--- config.mk ---
export PLATFORM = sky130hd
export DESIGN_NAME = atmr_vote_monitor
export DESIGN_NICKNAME = d
export VERILOG_FILES = /design/src/rtl/atmr_vote_monitor.sv
export SDC_FILE = /design/constraint.sdc
export NUM_CORES = 1
export LEC_CHECK = 0
export ABC_AREA = 1
export BUFFER_PORTS_ARGS = -buffer_cell sky130_fd_sc_hd__buf_2
export CAP_MARGIN = 25
export CORE_UTILIZATION = 40
export DETAILED_ROUTE_END_ITERATION = 10
export MAX_ROUTING_LAYER = met4
export PLACE_DENSITY_LB_ADDON = 0.25
export SLEW_MARGIN = 25
export SYNTH_ARGS = -nofsm -noshare
export SYNTH_HDL_FRONTEND = slang
export SYNTH_SLANG_ARGS = --single-unit
--- constraint.sdc ---
create_clock -name clk -period 3.5 [get_ports clk]
set_clock_uncertainty 0.15 [all_clocks]
set_input_delay 1.05 -clock clk [delete_from_list [all_inputs] [get_ports clk]]
set_output_delay 1.05 -clock clk [all_outputs]
set_load 0.01 [all_outputs]
--- src/rtl/atmr_vote_monitor.sv ---
// Registered 3-way majority voter with per-replica mismatch counters and a health FSM.
// 2-cycle latency, 1 sample/cycle, no backpressure; optional care mask via ATMR_MON_MASK_EN.
module atmr_vote_monitor #(
   parameter int WIDTH   = 10,
   parameter int CNT_W   = 8,
   parameter int PERSIST = 4
) (
   input  logic             clk,
   input  logic             rst_n,
   input  logic             in_valid,
   input  logic [WIDTH-1:0] ori_z,
   input  logic [WIDTH-1:0] mai_z,
   input  logic [WIDTH-1:0] men_z,
`ifdef ATMR_MON_MASK_EN
   input  logic [WIDTH-1:0] care_mask,
`endif
   input  logic             clr,
   output logic             out_valid,
   output logic [WIDTH-1:0] z,
   output logic [2:0]       mism,
   output logic [CNT_W-1:0] err_ori,
   output logic [CNT_W-1:0] err_mai,
   output logic [CNT_W-1:0] err_men,
   output logic [1:0]       fault_state,
   output logic [1:0]       fault_rep
);

   typedef enum logic [1:0] {
      ST_OK      = 2'd0,
      ST_SUSPECT = 2'd1,
      ST_FAULT   = 2'd2,
      ST_MULTI   = 2'd3
   } state_t;

   localparam logic [3:0] PERSIST_RUN = 4'(PERSIST);
   localparam logic [1:0] REP_NONE    = 2'd3;

   logic                        v1_q;
   logic [WIDTH-1:0]            ori_q, mai_q, men_q;
   logic [WIDTH-1:0]            care_q;
   logic                        ov_q;
   logic [WIDTH-1:0]            z_q;
   logic [2:0]                  mism_q;
   logic [2:0][CNT_W-1:0]       err_q;
   state_t                      state_q;
   logic [1:0]                  rep_q;
   logic [3:0]                  run_q;

   logic [WIDTH-1:0]            maj_c;
   logic [2:0]                  mism_c;
   logic [1:0]                  pop_c;
   logic [1:0]                  one_c;

   always_ff @(posedge clk or negedge rst_n) begin
      if (!rst_n) begin
         v1_q  <= 1'b0;
         ori_q <= '0;
         mai_q <= '0;
         men_q <= '0;
      end else begin
         v1_q <= in_valid;
         if (in_valid) begin
            ori_q <= ori_z;
            mai_q <= mai_z;
            men_q <= men_z;
         end
      end
   end

`ifdef ATMR_MON_MASK_EN
   // The mask travels with its sample so it always qualifies the same words.
   always_ff @(posedge clk or negedge rst_n) begin
      if (!rst_n) begin
         care_q <= '0;
      end else if (in_valid) begin
         care_q <= care_mask;
      end
   end
`else
   assign care_q = {WIDTH{1'b1}};
`endif

   always_comb begin
      maj_c     = (ori_q & mai_q) | (ori_q & men_q) | (mai_q & men_q);
      mism_c[0] = |((ori_q ^ maj_c) & care_q);
      mism_c[1] = |((mai_q ^ maj_c) & care_q);
      mism_c[2] = |((men_q ^ maj_c) & care_q);
      pop_c     = 2'(mism_c[0]) + 2'(mism_c[1]) + 2'(mism_c[2]);
      case (mism_c)
         3'b001:  one_c = 2'd0;
         3'b010:  one_c = 2'd1;
         3'b100:  one_c = 2'd2;
         default: one_c = REP_NONE;
      endcase
   end

   always_ff @(posedge clk or negedge rst_n) begin
      if (!rst_n) begin
         ov_q   <= 1'b0;
         z_q    <= '0;
         mism_q <= '0;
      end else begin
         ov_q <= v1_q;
         if (v1_q) begin
            z_q    <= maj_c;
            mism_q <= mism_c;
         end
      end
   end

   // clr outranks a sample landing on the same edge.
   always_ff @(posedge clk or negedge rst_n) begin
      if (!rst_n) begin
         err_q   <= '0;
         state_q <= ST_OK;
         rep_q   <= REP_NONE;
         run_q   <= '0;
      end else if (clr) begin
         err_q   <= '0;
         state_q <= ST_OK;
         rep_q   <= REP_NONE;
         run_q   <= '0;
      end else if (v1_q) begin
         for (int r = 0; r < 3; r++) begin
            if (mism_c[r] && (err_q[r] != {CNT_W{1'b1}})) begin
               err_q[r] <= err_q[r] + CNT_W'(1);
            end
         end
         case (state_q)
            ST_OK: begin
               if (pop_c >= 2'd2) begin
                  state_q <= ST_MULTI;
               end else if (pop_c == 2'd1) begin
                  state_q <= ST_SUSPECT;
                  rep_q   <= one_c;
                  run_q   <= 4'd1;
               end
            end
            ST_SUSPECT: begin
               if (pop_c >= 2'd2) begin
                  state_q <= ST_MULTI;
                  rep_q   <= REP_NONE;
                  run_q   <= '0;
               end else if (pop_c == 2'd0) begin
                  state_q <= ST_OK;
                  rep_q   <= REP_NONE;
                  run_q   <= '0;
               end else if (one_c == rep_q) begin
                  run_q <= run_q + 4'd1;
                  if (run_q + 4'd1 == PERSIST_RUN) begin
                     state_q <= ST_FAULT;
                  end
               end else begin
                  rep_q <= one_c;
                  run_q <= 4'd1;
               end
            end
            default: ;
         endcase
      end
   end

   assign out_valid   = ov_q;
   assign z           = z_q;
   assign mism        = mism_q;
   assign err_ori     = err_q[0];
   assign err_mai     = err_q[1];
   assign err_men     = err_q[2];
   assign fault_state = state_q;
   assign fault_rep   = rep_q;

endmodule

# Word level (Yosys, flattened, before mapping)
# Cells that the tools add are included.
# W data, S select, Z words.
[totals]
romBits = 0
output_inout_bits = 42
mem_bits_rw = 0
memories = 0
latch_bits = 0
elab_cells = 94
regBits = 77
[classes]
add_sub_neg = 6
n_mux = 31
n_reduce_logical = 19
div_mod_pow = 0
mul = 0
n_eq_ne = 16
shift = 0
n_bitwise = 8
order_cmp = 1
[op_table]
columns = ["cell", "count"]
rows = [
  ["$mux W24", 2],
  ["$and A10 B10 Y10", 3],
  ["$mux W2", 15],
  ["$reduce_or A10 Y1", 3],
  ["$xor A10 B10 Y10", 3],
  ["$mux W4", 7],
  ["$add A8 B1 Y8 const B", 3],
  ["$mux W8", 3],
  ["$ne A8 B8 Y1 const B", 3],
  ["$or A10 B10 Y10", 2],
  ["$ne A5 B5 Y1 const B", 3],
  ["$reduce_and A5 Y1", 2],
  ["$pmux W2 S2", 2],
  ["$pmux W4 S2", 1],
  ["$reduce_bool A2 Y1", 4],
  ["$ne A3 B3 Y1 const B", 2],
  ["$pmux W2 S3", 1],
  ["$reduce_and A2 Y1", 3],
  ["$add A4 B1 Y4 const B", 1],
  ["$eq A2 B1 Y1 const B", 2],
  ["$eq A4 B3 Y1 const B", 1],
  ["$logic_not A2 Y1", 2],
  ["$ne A4 B4 Y1 const B", 1],
  ["$reduce_and A4 Y1", 1],
  ["other kinds (9)", 11],
]

# Longest topological paths before layout
[logic_depth]
word_depth = 14
depth_mapped = 19
ltp_nobuf = 19

# Worst setup path before layout
# OpenSTA, ideal clock, no wires.
[synth_timing]
kind = "register to register"
from = "register mai_q[6]"
to = "register state_q[1] (netlist: fault_state[1])"
period_less_slack_ns = 2.595
stages_incl_launch_ff = 19
path_buffers = 0
arrival_time_ns = 2.328
required_time_ns = 3.233
setup_ns = 0.117
path_slack_ns = 0.905
path_cell_list = "dfrtp_1 inv_1 nand3_1 nand2_1 nor2_4 nand3_4 nor2_8 inv_2 fa_1 nand2_1 inv_1 nor4_1 inv_1 o21ai_0 nor3_1 nand3_1 nand2_1 nand2_1 nand2_1"
[synth_via]
word_cells_on_any_way = 30
classes_between = "add/sub (2); order compare (1); eq/ne (8); mux (7); bitwise (7); reduce/logical (5)"
[synth_lines]
columns = ["element", "line_no", "source"]
rows = [
  ["start, declared", "39", "logic [WIDTH-1:0] ori_q, mai_q, men_q;"],
  ["start signal, assigned", "64", "mai_q <= mai_z;"],
  ["$and A10 B10 Y10", "84", "maj_c = (ori_q & mai_q) | (ori_q & men_q) | (mai_q & men_q);"],
  ["$or A10 B10 Y10", "84", ""],
  ["$or A10 B10 Y10 (*)", "84", ""],
  ["$xor A10 B10 Y10 (*)", "87", "mism_c[2] = |((men_q ^ maj_c) & care_q);"],
  ["$reduce_or A10 Y1 (*)", "87", ""],
  ["named net mism_c[2]", "50", "logic [2:0] mism_c;"],
  ["$add A2 B1 Y2", "88", "pop_c = 2'(mism_c[0]) + 2'(mism_c[1]) + 2'(mism_c[2]);"],
  ["$logic_not A2 Y1", "144", "end else if (pop_c == 2'd0) begin"],
  ["$mux W2", "144", ""],
  ["$mux W2", "140", "if (pop_c >= 2'd2) begin"],
  ["$pmux W2 S2", "129", "case (state_q)"],
  ["$mux W2", "123", "end else if (v1_q) begin"],
  ["$mux W2", "118", "end else if (clr) begin"],
  ["end signal, assigned", "120", "state_q <= ST_OK;"],
  ["end signal, assigned", "132", "state_q <= ST_MULTI;"],
  ["end signal, assigned", "141", "state_q <= ST_MULTI;"],
  ["end, declared", "45", "state_t state_q;"],
]
# The timed path passes the listed nets; every way through them passes the cells marked *. The select of a mux whose other input is x is not followed.
# A chain may end at the register's enable or synchronous reset.

# Worst setup path in the final report
[layout_timing]
from = "register men_q[7]"
to = "register state_q[1] (netlist: fault_state[1])"
[layout_via]
word_cells_on_any_way = 30
classes_between = "add/sub (2); order compare (1); eq/ne (8); mux (7); bitwise (7); reduce/logical (5)"
[layout_lines]
columns = ["element", "line_no", "source"]
rows = [
  ["start, declared", "39", ""],
  ["start signal, assigned", "65", "men_q <= men_z;"],
  ["$and A10 B10 Y10", "84", ""],
  ["$or A10 B10 Y10 (2 in series)", "84", ""],
  ["$xor A10 B10 Y10 (*)", "87", ""],
  ["$reduce_or A10 Y1 (*)", "87", ""],
  ["named net mism_c[2]", "50", ""],
  ["$add A2 B1 Y2", "88", ""],
  ["$logic_not A2 Y1", "144", ""],
  ["$mux W2", "144", ""],
  ["$mux W2", "140", ""],
  ["$pmux W2 S2", "129", ""],
  ["$mux W2", "123", ""],
  ["$mux W2", "118", ""],
]
# Marks and branches as above.

==> flow_summary_export.csv <==
group,metric,value,unit
timing,layout_setup_ws,0.578,ns
run_status,outcome,"finished, final reports clean",
yosys,synth_area,4240,um2
min_path,min_to,"z[3]",
grt,antenna_found_initial,0,
floorplan,core,10300,um2
clock_tree,clock-sinks,77,
yosys,ys.flop_type,"dfrtp_1",
placement,routabilityCongestion,0.913,
floorplan,initial_core_util,41.1,%
critical_path,timing.rr.end,"fault_state[1]",
yosys,synth_nets,601,
floorplan,io-pin-count,76,
floorplan,rows,37,
finish,drive_gt1_share,21.6,%
timing,rsz0062_at_grt,"no",
route,drcViolationCount,0,
grt,grt_pass1_vias,3679,
power,p_leak,2.51,nW
clock_tree,cts_resized,0,
clock_tree,h-tree-depth,3,
clock_tree,postCtsHoldBufs,0,
critical_path,cp.arrival,3.03,ns
route,totalWireLength,9890,um
clock_tree,cts-root-buf,"clkbuf_8",
yosys,syn_inst,560,
grt,gr-total-overflow,0,
critical_path,r2r_setup_slack,0.58,ns
timing,final_hold_viol_count,0,
critical_path,cp.required,3.61,ns
finish,final_util,48.2,%
finish,stdcell_area,4980,um2
timing,finalCritPeriodShare,83.5,%
finish,area_growth,17.3,%
floorplan,die-area,11000,um2
yosys,synth-seq-area-share,45.5,%
route,dr.pass1.iters,7,
power,intPower,1.56,mW
timing,finalCriticalPeriod,2.92,ns
floorplan,die_h,105,um
clock_tree,cts_tree,"done",
min_path,hp-class,"register to register",
critical_path,critPathLaunchType,"register",
timing,maxSlewViolCount,0,
finish,num-nets-final,675,
power,pwr-share-clk,34.4,%
yosys,syn_area_per_cell,7.58,um2
finish,antennaDiodeCount,0,
power,p_comb_share,19.3,%
critical_path,r2r_cells,18,
placement,place_area,4750,um2
placement,dp_hpwl,7330,um
route,antenna_left,0,
clock_tree,clk_pin_slew_worst_paths,0.08,ns
placement,preCtsSetupSlack,0.599,ns
timing,timing.slew.headroom,43.5,%
clock_tree,insertion_delay,0.36,ns
placement,port_buffers,75,
route,via_count,3963,
route,vias_per_cell,5.11,
yosys,ys_async_sr_fraction,100,%
clock_tree,numCtsBuffers,9,
critical_path,r2r-start,"men_q[7]",
timing,finalSetupViolCount,0,
floorplan,die_x,105,um
power,p_sw_share,31.1,%
min_path,hold_depth,2,
power,p_per_area,454,nW/um2
power,power_switching,702,uW
yosys,yosysWarningCount,0,
timing,hold_ws,0.335,ns
timing,tightest_slew,0.847,ns
route,drtIter0Drc,163,
grt,gr-usage-all-layers,20.0,%
yosys,ys_seq_elements,77,
yosys,synth-edff-count,0,
route,wl_per_cell,12.8,um
yosys,yosysUniqueCellTypes,33,
power,sequentialPowerShare,46.3,%
timing,fmax,342,MHz
critical_path,end_kind,"register",
clock_tree,postCtsSetupBuffers,0,
clock_tree,cts.path.max_buffers,2,
power,ir_drop,204,uV
min_path,min_from,"z[3]",
critical_path,critPathKind,"register to register",
grt,grt_max_degree,78,
grt,grt_pass1_wl,17000,um
timing,setup_tns,0,ns
critical_path,path_max_fanout,8,
flow_run,cap_violations,0,
through the flow:
step	instances	power (mW)
floorplan	560	1.35
global placement	759	1.49
detailed placement	759	1.50
CTS	775	2.29
global route	775	2.40
finish	775	2.26
power by group through the flow:
stage	Clock (mW)	Combinational, mW	Sequential [mW]
CTS	0.798	0.441	1.05
detailed placement	0	0.439	1.07
floorplan	0	0.281	1.06
finish	0.777	0.436	1.05
global placement	0	0.430	1.06
global route	0.834	0.501	1.06
cells by family (layout without fill, tap and decap cells):
kind of cell             after synthesis  in the layout  share of synthesized area (%)
adder cells (fa/ha/maj)                7              7                           2.24
XOR/XNOR                               5              5                           1.03
flip-flops                            77             77                           45.5
buffers and inverters                 80            159                           7.08
AO/OA/AOI/OAI                        100            100                           12.2
AND/OR/NAND/NOR                      291            291                           32.0
synth_stat cells (all sizes together), types with 2 or more instances:
cell type / n / share of area (%)
a211oi: 3 / 0.53
a21oi: 19 / 2.2
a31oi: 6 / 0.88
clkbuf: 12 / 1.1
clkinv: 4 / 0.35
dfrtp: 75 / 44
dfstp: 2 / 1.2
ha: 6 / 1.8
inv: 63 / 5.6
nand2: 135 / 12
nand3: 80 / 11
nand4: 9 / 1.3
nor2: 51 / 5.7
nor3: 11 / 1.3
nor4: 3 / 0.59
o21ai: 70 / 8.3
xor2: 4 / 0.83
area by class of cell:
| class | instances | area (um2) |
|---|---|---|
| fill | 1047 | 5340 |
| clock buffer | 12 | 155 |
| timing repair buffer | 76 | 389 |
| tap | 136 | 170 |
| clock inverter | 4 | 70.1 |
| multi-input combinational | 403 | 2010 |
| sequential | 77 | 1930 |
| inverter | 67 | 251 |
routing by layer:
layer	global-route usage (%)	up-vias	wire, um
met2	31.7	108	4630
met3	3.99	20	467
met4	8.25	0	218
met5	-	-	0
met1	24.9	1828	4570
li1	-	2007	-
cell usage in the layout (no fill, tap or decap), types with 2 or more instances in the layout:
cell	instances
nand3_2	5
nand3_4	2
ha_1	6
a31oi_1	6
nor3_1	11
nor2_2	7
nand2_2	4
nor2_4	2
xor2_1	4
a211oi_1	3
o21ai_0	65
inv_1	41
nor4_1	2
nor2_1	41
inv_2	22
nand4_1	9
bufinv_16	2
dfstp_2	2
o21ai_1	5
clkinv_2	2
clkinv_1	4
nand3_1	73
nand2_1	131
dfrtp_1	75
buf_2	74
a21oi_1	19
clkbuf_8	11
critical path, cell delays in order (launching register included):
cell and delay, ns:
dfrtp_1 0.46, inv_2 0.08, nand3_1 0.07, nand2_1 0.09
nor2_2 0.14, nand3_4 0.11, nor2_8 0.18, inv_2 0.07
fa_1 0.50, nand2_1 0.12, inv_1 0.04, nor4_1 0.16
inv_1 0.08, o21ai_0 0.21, nor3_1 0.07, nand3_1 0.10
nand2_1 0.07, nand2_1 0.06, nand2_1 0.05
state kept, by name (all words and copies together), names as in the netlist:
name / count
err_mai: 8
err_men: 8
err_ori: 8
fault_rep: 2
fault_state: 2
mai_q: 10
men_q: 10
mism: 3
ori_q: 10
out_valid: 1
run_q: 4
v1_q: 1
z: 10
worst max path at each step:
stage	cells after the start	end	from	slack [ns]
2_1_floorplan	18	fault_state[1]	mai_q[6]	0.91
3_3_place_gp	18	fault_state[1]	men_q[9]	0.69
3_5_place_dp	18	fault_state[1]	men_q[7]	0.60
4_1_cts	18	fault_state[1]	men_q[7]	0.59
5_1_grt	18	fault_state[1]	men_q[7]	0.20
6_report	18	fault_state[1]	men_q[7]	0.58
Power figures use the tool's default switching activity.
